===== src/rtl/rcu_pkg.sv =====
// Shared RCU types: sequencer state encoding, PLL divider bundle and legality check.
package rcu_pkg;

  localparam int unsigned REFDIV_W  = 6;
  localparam int unsigned FBDIV_W   = 12;
  localparam int unsigned POSTDIV_W = 3;
  localparam int unsigned FBDIV_MIN = 16;

  typedef enum logic [2:0] {
    ST_IDLE,
    ST_SW_OUT,
    ST_PWRDN,
    ST_RELOCK,
    ST_SW_IN,
    ST_TIMEOUT
  } rcu_state_e;

  typedef struct packed {
    logic [REFDIV_W-1:0]  refdiv;
    logic [FBDIV_W-1:0]   fbdiv;
    logic [POSTDIV_W-1:0] postdiv1;
    logic [POSTDIV_W-1:0] postdiv2;
  } pll_cfg_t;

  function automatic logic cfg_legal(input pll_cfg_t c);
    return (c.refdiv != '0) &&
           (c.fbdiv >= FBDIV_W'(FBDIV_MIN)) &&
           (c.postdiv1 != '0) &&
           (c.postdiv2 != '0) &&
           (c.postdiv2 <= c.postdiv1);
  endfunction

endpackage


===== src/rtl/sync2.sv =====
// Two-flop synchroniser for slow level signals crossing into clk_i.
module sync2 #(
  parameter int unsigned WIDTH = 1
) (
  input  logic             clk_i,
  input  logic             rst_n_i,
  input  logic [WIDTH-1:0] d_i,
  output logic [WIDTH-1:0] q_o
);

  logic [WIDTH-1:0] meta_q;
  logic [WIDTH-1:0] sync_q;

  always_ff @(posedge clk_i) begin
    if (!rst_n_i) begin
      meta_q <= '0;
      sync_q <= '0;
    end else begin
      meta_q <= d_i;
      sync_q <= meta_q;
    end
  end

  assign q_o = sync_q;

endmodule


===== src/rtl/rcu_pll_seq.sv =====
// PLL reconfiguration sequencer: park core clock on HF osc, power-cycle and
// reprogram the PLL, wait for stable lock, then hand the core clock back.
module rcu_pll_seq
  import rcu_pkg::*;
#(
  parameter int unsigned PD_CYCLES    = 16,
  parameter int unsigned SW_CYCLES    = 8,
  parameter int unsigned LOCK_STABLE  = 4,
  parameter int unsigned LOCK_TIMEOUT = 4096,
  parameter int unsigned DEF_REFDIV   = 1,
  parameter int unsigned DEF_FBDIV    = 32,
  parameter int unsigned DEF_POSTDIV1 = 1,
  parameter int unsigned DEF_POSTDIV2 = 1
) (
  input  logic                 clk_i,
  input  logic                 rst_n_i,
  input  logic                 cfg_valid_i,
  output logic                 cfg_ready_o,
  input  logic [REFDIV_W-1:0]  cfg_refdiv_i,
  input  logic [FBDIV_W-1:0]   cfg_fbdiv_i,
  input  logic [POSTDIV_W-1:0] cfg_postdiv1_i,
  input  logic [POSTDIV_W-1:0] cfg_postdiv2_i,
  input  logic                 pll_lock_i,
  output logic [REFDIV_W-1:0]  pll_refdiv_o,
  output logic [FBDIV_W-1:0]   pll_fbdiv_o,
  output logic [POSTDIV_W-1:0] pll_postdiv1_o,
  output logic [POSTDIV_W-1:0] pll_postdiv2_o,
  output logic                 pll_pd_o,
  output logic                 clk_sel_o,
  output logic                 busy_o,
  output logic                 done_o,
  output logic                 err_o
);

  localparam int unsigned MAX_A = (PD_CYCLES > SW_CYCLES) ? PD_CYCLES : SW_CYCLES;
  localparam int unsigned MAX_B = (LOCK_STABLE > LOCK_TIMEOUT) ? LOCK_STABLE : LOCK_TIMEOUT;
  localparam int unsigned MAX_P = (MAX_A > MAX_B) ? MAX_A : MAX_B;
  localparam int unsigned CNT_W = $clog2(MAX_P) + 1;
  localparam int unsigned STB_W = $clog2(LOCK_STABLE) + 1;

  localparam logic [CNT_W-1:0] SW_LOAD = CNT_W'(SW_CYCLES - 1);
  localparam logic [CNT_W-1:0] PD_LOAD = CNT_W'(PD_CYCLES - 1);
  localparam logic [CNT_W-1:0] TO_LOAD = CNT_W'(LOCK_TIMEOUT - 1);

  localparam pll_cfg_t DEF_CFG = '{
    refdiv:   REFDIV_W'(DEF_REFDIV),
    fbdiv:    FBDIV_W'(DEF_FBDIV),
    postdiv1: POSTDIV_W'(DEF_POSTDIV1),
    postdiv2: POSTDIV_W'(DEF_POSTDIV2)
  };

  rcu_state_e       state_q;
  logic [CNT_W-1:0] cnt_q;
  logic [STB_W-1:0] stable_q;
  logic [STB_W-1:0] stable_d;
  pll_cfg_t         hold_q;
  pll_cfg_t         div_q;
  pll_cfg_t         req_d;
  logic             pd_q;
  logic             sel_q;
  logic             done_q;
  logic             err_q;
  logic             lock_s;

  sync2 #(.WIDTH(1)) u_lock_sync (
    .clk_i   (clk_i),
    .rst_n_i (rst_n_i),
    .d_i     (pll_lock_i),
    .q_o     (lock_s)
  );

  always_comb begin
    req_d    = '{refdiv: cfg_refdiv_i, fbdiv: cfg_fbdiv_i,
                 postdiv1: cfg_postdiv1_i, postdiv2: cfg_postdiv2_i};
    stable_d = lock_s ? (stable_q + STB_W'(1)) : '0;
  end

  always_ff @(posedge clk_i) begin
    if (!rst_n_i) begin
      state_q  <= ST_IDLE;
      cnt_q    <= '0;
      stable_q <= '0;
      hold_q   <= DEF_CFG;
      div_q    <= DEF_CFG;
      pd_q     <= 1'b0;
      sel_q    <= 1'b0;
      done_q   <= 1'b0;
      err_q    <= 1'b0;
    end else begin
      done_q <= 1'b0;
      unique case (state_q)
        ST_IDLE: begin
          if (cfg_valid_i) begin
            if (cfg_legal(req_d)) begin
              state_q <= ST_SW_OUT;
              cnt_q   <= SW_LOAD;
              sel_q   <= 1'b0;
              err_q   <= 1'b0;
              hold_q  <= req_d;
            end else begin
              err_q <= 1'b1;
            end
          end
        end
        ST_SW_OUT: begin
          if (cnt_q == '0) begin
            state_q <= ST_PWRDN;
            cnt_q   <= PD_LOAD;
            pd_q    <= 1'b1;
            div_q   <= hold_q;
          end else begin
            cnt_q <= cnt_q - CNT_W'(1);
          end
        end
        ST_PWRDN: begin
          if (cnt_q == '0) begin
            state_q  <= ST_RELOCK;
            cnt_q    <= TO_LOAD;
            stable_q <= '0;
            pd_q     <= 1'b0;
          end else begin
            cnt_q <= cnt_q - CNT_W'(1);
          end
        end
        ST_RELOCK: begin
          stable_q <= stable_d;
          // Lock check precedes the timeout so a simultaneous hit still succeeds.
          if (stable_d == STB_W'(LOCK_STABLE)) begin
            state_q <= ST_SW_IN;
            cnt_q   <= SW_LOAD;
            sel_q   <= 1'b1;
          end else if (cnt_q == '0) begin
            state_q <= ST_TIMEOUT;
            pd_q    <= 1'b1;
            err_q   <= 1'b1;
          end else begin
            cnt_q <= cnt_q - CNT_W'(1);
          end
        end
        ST_SW_IN: begin
          if (cnt_q == '0) begin
            state_q <= ST_IDLE;
            done_q  <= 1'b1;
          end else begin
            cnt_q <= cnt_q - CNT_W'(1);
          end
        end
        ST_TIMEOUT: state_q <= ST_IDLE;
        default:    state_q <= ST_IDLE;
      endcase
    end
  end

  assign cfg_ready_o    = (state_q == ST_IDLE);
  assign busy_o         = (state_q != ST_IDLE);
  assign pll_refdiv_o   = div_q.refdiv;
  assign pll_fbdiv_o    = div_q.fbdiv;
  assign pll_postdiv1_o = div_q.postdiv1;
  assign pll_postdiv2_o = div_q.postdiv2;
  assign pll_pd_o       = pd_q;
  assign clk_sel_o      = sel_q;
  assign done_o         = done_q;
  assign err_o          = err_q;

endmodule

===== config.mk =====
export PLATFORM = sky130hd
export DESIGN_NAME = rcu_pll_seq
export DESIGN_NICKNAME = d
export VERILOG_FILES = /design/src/rtl/rcu_pkg.sv /design/src/rtl/sync2.sv /design/src/rtl/rcu_pll_seq.sv
export SDC_FILE = /design/constraint.sdc
export NUM_CORES = 1
export LEC_CHECK = 0
export CORE_MARGIN = 2
export CORE_UTILIZATION = 48
export DETAILED_ROUTE_END_ITERATION = 16
export MAX_ROUTING_LAYER = met4
export PLACE_DENSITY = 0.76
export SYNTH_ARGS = -nofsm -noshare
export SYNTH_HDL_FRONTEND = slang
export SYNTH_SLANG_ARGS = --single-unit

===== constraint.sdc =====
create_clock -name clk_i -period 2.5 [get_ports clk_i]
set_input_delay 0.25 -clock clk_i [delete_from_list [all_inputs] [get_ports clk_i]]
set_output_delay 0.25 -clock clk_i [all_outputs]
set_load 0.01 [all_outputs]

* Word-level counts from Yosys, hierarchy flattened
Index checks and enable logic that the tools add are counted.
Operators by class: add/sub/neg operators 2, $lt $le $gt $ge 2, eq/ne operators 14, multiplexer cells 31, reductions and logical operators 23
Operator list (number):
- $mux W13 | 6
- $pmux W13 S5 | 1
- $mux W3 | 8
- $pmux W3 S5 | 1
- $ne A2 B2 Y1 const B | 7
- $logic_not A13 Y1 | 1
- $sub A13 B1 Y13 const B | 1
- $ge A12 B5 Y1 const B | 1
- $reduce_bool A3 Y1 | 4
- $mux W1 | 11
- $reduce_and A3 Y1 | 3
- $reduce_and A4 Y1 | 2
- $eq A3 B2 Y1 const B | 2
- $eq A3 B3 Y1 const B | 2
- $pmux W3 S2 | 1
- $reduce_and A2 Y1 | 3
- $reduce_and A6 Y1 | 1
- $reduce_bool A6 Y1 | 1
- $reduce_bool A5 Y1 | 1
- $logic_and A1 B1 Y1 | 4
- $pmux W1 S2 | 2
- $reduce_bool A2 Y1 | 2
- $add A3 B1 Y3 const B | 1
- $eq A3 B1 Y1 const B | 1
- other kinds (5) | 5
Storage, ports and cells: register bits after elaboration 73

* Longest topological paths before layout
word-level depth 8, mapped depth 12, gate-level depth less buffers 11

* Modules after synthesis
Synthesis repeated with hierarchy kept, for this count alone.
Second synthesis, totals: cell total of the unflattened synthesis 417, area, all modules 3291.9 um^2
Modules (own cells, without submodules):
- rcu_pll_seq | instances 1, cells an instance 413, area each 3239.4 um^2
- sync2 | instances 1, cells an instance 4, area each 52.6 um^2

* Least setup slack after synthesis
OpenSTA, ideal clock, no wires.
path type register -> register, start point register cnt_q[0], end point register cnt_q[0], setup time 0.059 ns, data arrival time 2.405 ns, required time 2.441 ns, setup slack 0.036 ns, stages on the path, launching flop included 13, buffers on the path 1, period minus slack after synthesis 2.464 ns, cell sequence dfxtp_1 -> inv_1 -> ha_1 -> or4b_4 -> nor4_4 -> inv_2 -> buf_6 -> ha_1 -> inv_1 -> o311ai_0 -> a21boi_0 -> o31ai_1 -> o211a_1
On the way: word-level cells in the longest chain between the ends 4, elaborated cells on any way between the ends 7, those cells by class add/sub: 1; mux: 5; reduce/logical: 1
RTL lines:
- from (decl) | RTL line rcu_pll_seq.sv:53 | logic [CNT_W-1:0] cnt_q;
- from (signal assigned) | RTL line rcu_pll_seq.sv:112 | cnt_q <= cnt_q - CNT_W'(1);
- from (signal assigned) | RTL line rcu_pll_seq.sv:122 | cnt_q <= cnt_q - CNT_W'(1);
- from (signal assigned) | RTL line rcu_pll_seq.sv:137 | cnt_q <= cnt_q - CNT_W'(1);
- $sub A13 B1 Y13 / $logic_not A13 Y1 (equally long branches)
- $mux W13 | RTL line rcu_pll_seq.sv:132, rcu_pll_seq.sv:141
- $mux W13 | RTL line rcu_pll_seq.sv:128 | if (stable_d == STB_W'(LOCK_STABLE)) begin
- $pmux W13 S5 (*) | RTL line rcu_pll_seq.sv:91 | unique case (state_q)
Mark *: on every way between the ends. The rest lies on a longest branch, timed or not. A chain may end at the register's enable or synchronous reset.

* Worst setup path in the final report
start point register cnt_q[1], end point register cnt_q[0]
On the way: word-level cells in the longest chain between the ends 4, elaborated cells on any way between the ends 6, those cells by class mux: 5; reduce/logical: 1
RTL lines (RTL line):
- $logic_not A13 Y1 (*)
- $mux W13 (2 in series)
- $pmux W13 S5 (*) | rcu_pll_seq.sv:91
Marked as above.

==> summary.txt <==
Hold Buf Count CTS: 0
post-DP HPWL: 6029 um
final wirelength: 8673 um
Max Fclk: 416.6 MHz
fin nets: 526
syn nets: 467
cell area after layout: 0.004427 mm^2
Final Hold Viols: 0
Layout fillers: 644
Area after DPL: 0.004185 mm^2
Clock Path Buffers: 2
Tmin final: 2.400 ns
WL per Instance: 14.58 um
Die Wd: 89.33 um
Core Rows: 31
LEAKAGE: 0.001546 uW
I/O Buffers: 57
core area: 0.007137 mm^2
Crit Reg-Reg Startpoint: cnt_q[1]
routability cong.: 0.9216
Slew Limit Headroom: 0.5300
setup violators final: 0
CP Launch Point: cnt_q[1]
grt ovf: 0
CTS tree: built
Post-Layout Cell Count: 595
fin. max-slew vios: 0
vias in the first global route: 3,144
CP Max Fanout: 4
power per cell area: 1116 mW/mm^2
Area growth, synth to finish: 26.67%
FF-to-FF End: cnt_q[0]
EDFF count, synth: 0
Mapped Area: 0.003495 mm^2
worst hold-check path type: register to register
synthesized flop and latch total: 73
R2R cell count: 11
worst setup path end: cnt_q[0]
CP endpoint kind: register
met3 Track Usage GR: 0.03509
ys flop type: dfxtp_1
unrepaired setup endpoints after global routing: yes
antenna violations before repair: 0
layout cells sized above 1: 0.1512
flop2flop setup slack: 0.1 ns
clk_lat worst skew: 0.35 ns
post-synthesis cell count: 432
largest net degree at the start of global routing: 41
Max Cap Viol: 0
Tot GR Track Use: 0.2311
H-tree levels: 3
synth warn: 0
Worst VDD drop: 0.5810 mV
worst path required time: 2.79 ns
die footprint: 0.007979 mm^2
starting density of the core: 0.4897
routed vias/inst: 5.697
DIE HEIGHT: 89.33 um
Root Driver: clkbuf_8
Critical Path AT: 2.69 ns
post-placement cell count: 577
drt first pass iters: 5
Post-Syn Area per Cell: 8.089 um^2
diode count: 0
crit share post-route: 0.9601
drt drc: 0
Via Count: 3,390
first-pass GRT wire length: 14,080 um
Antenna Violating Nets Remaining: 0
final clock skew: 0.01431 ns
Netlist cell types: 52
cts bufs inserted: 9
M1 GR Usage: 0.3023
Final Util: 0.6203
ys async rst share: 0
Seq/Total Area, Yosys: 0.4182
Ports: 58
met2 Use GR: 0.3481
Slew @ Worst Pin: 0.7025 ns
GR peak layer: met2
Min Hold Slack: 0.4383 ns
drt first-iter violations: 303
Sink Count: 73
startpoint types: register
crit path kind: register to register
total chip power: 4939 uW
Clk pin slew, worst setup/hold paths: 0.08 ns
status: completed
[per-layer routing]
| layer | share of wire | wire (um) | vias to the layer above |
|---|---|---|---|
| met5 | 0 | 0 | - |
| met4 | 0.020 | 172 | 0 |
| met3 | 0.054 | 469 | 17 |
| met2 | 0.47 | 4110 | 113 |
| met1 | 0.45 | 3920 | 1597 |
| li1 | - | - | 1663 |
[cell usage in the layout (no fill, tap or decap), drive strengths merged, types with 2 or more instances in the layout]
cell type and count:
or3 3, o311ai 3, clkinvlp 2, and2 3, dfxtp 73, nand2 64, nand2b 3, o221ai 7
xnor2 2, o211a 3, a22oi 2, nor2b 3, nand3 35, nor2 17, a31oi 2, nand3b 2
a211oi 4, o22ai 4, nor3 14, o211ai 6, o31ai 3, buf 21, ha 7, nor4 8
clkbuf 9, a311oi 2, or4 2, clkinv 4, inv 22, clkdlybuf4s50 57, a21oi 51, o21ai 47
[worst max-delay path, stage by stage (launching register included)]
cell      delay (ns)
dfxtp_2         0.34
inv_2           0.07
ha_1            0.13
or4b_4          0.51
nor4_4          0.30
inv_2           0.09
ha_4            0.27
inv_2           0.03
o311ai_2        0.06
a21boi_1        0.10
o31ai_1         0.25
o211a_1         0.19
[through the flow]
| stage | setup TNS (ns) | setup WS, ns |
|---|---|---|
| floorplan | 0 | 0.03606 |
| global placement | 0 | 0.1199 |
| detailed placement | -0.02358 | -0.02358 |
| CTS | 0 | 0.01139 |
| global route | -0.03612 | -0.03612 |
| finish | 0 | 0.09963 |
[state kept, by name (all words and copies together), names as in the netlist]
name	count
u_lock_sync.meta_q	1
err_o	1
hold_q	24
pll_refdiv_o	6
u_lock_sync.q_o	1
state_q	3
pll_postdiv1_o	3
stable_q	3
done_o	1
pll_postdiv2_o	3
pll_pd_o	1
pll_fbdiv_o	12
clk_sel_o	1
cnt_q	13
[what timing repair did]
action	CTS	global route
endpoints found under the setup margin	1	2
setup buffers	0	2
gates cloned	0	0
resized for setup	0	11
pin swaps	3	4
[logic make-up (layout without fill, tap and decap cells)]
group                    after synthesis  in the layout  share of synthesized area
AO/OA/AOI/OAI                        141            141                     0.2581
XOR/XNOR                               2              2                   0.005013
adder cells (fa/ha/maj)                7              7                    0.02506
buffers and inverters                 52            116                    0.06910
flip-flops                            73             73                     0.4182
AND/OR/NAND/NOR                      157            157                     0.2245
[synthesized netlist by cell type (2+ instances only)]
library cell   n  area (um^2)
nor3_1        14        70.07
a21oi_2       17        148.9
nand2_1       58        217.7
nand3b_1       2        15.01
nor2_1        16        60.06
o311ai_0       2        17.52
o211a_1        3        30.03
o21ai_0       45        225.2
and2_1         3        18.77
o21ai_1        2        10.01
inv_1         20        75.07
a31oi_1        2        12.51
o31ai_1        3        22.52
nand2b_1       3        18.77
xnor2_1        2        17.52
or3_1          3        18.77
a311oi_1       2        17.52
buf_1          3        11.26
nor2b_1        3        18.77
ha_1           7        87.58
dfxtp_1       73         1461
o211ai_1       6        45.04
o22ai_1        4        25.02
clkbuf_1      22        82.58
a211oi_1       4        30.03
nor4_1         6        37.54
a22oi_1        2        15.01
a21oi_1       34        170.2
nor4_4         2        42.54
nand2_2        6        37.54
o221ai_1       7        61.31
buf_6          2        22.52
nand3_1       35        175.2
[report_power, final]
part	internal, uW	switching (uW)
clock	467	456
sequential	1360	173
combinational	1000	1480
[final cells by class]
type	instances	area [um^2]	area share
sequential	73	1468	0.3315
multi-input combinational	307	1812	0.4093
clock buffer	9	123.9	0.02798
inverter	22	82.58	0.01865
timing repair buffer	78	740.7	0.1673
tap	99	123.9	0.02798
clock inverter	7	76.32	0.01724
[worst min-delay path by stage]
stage / slack [ns] / startpoint / depth (start not counted) / endpoint
2_1_floorplan: 0.38 / pll_lock_i / 1 / u_lock_sync.meta_q
3_3_place_gp: 0.42 / u_lock_sync.meta_q / 1 / u_lock_sync.q_o
3_5_place_dp: 0.42 / u_lock_sync.meta_q / 1 / u_lock_sync.q_o
4_1_cts: 0.44 / u_lock_sync.meta_q / 1 / u_lock_sync.q_o
5_1_grt: 0.46 / u_lock_sync.meta_q / 1 / u_lock_sync.q_o
6_report: 0.44 / u_lock_sync.meta_q / 1 / u_lock_sync.q_o
Power figures use the tool's default switching activity.
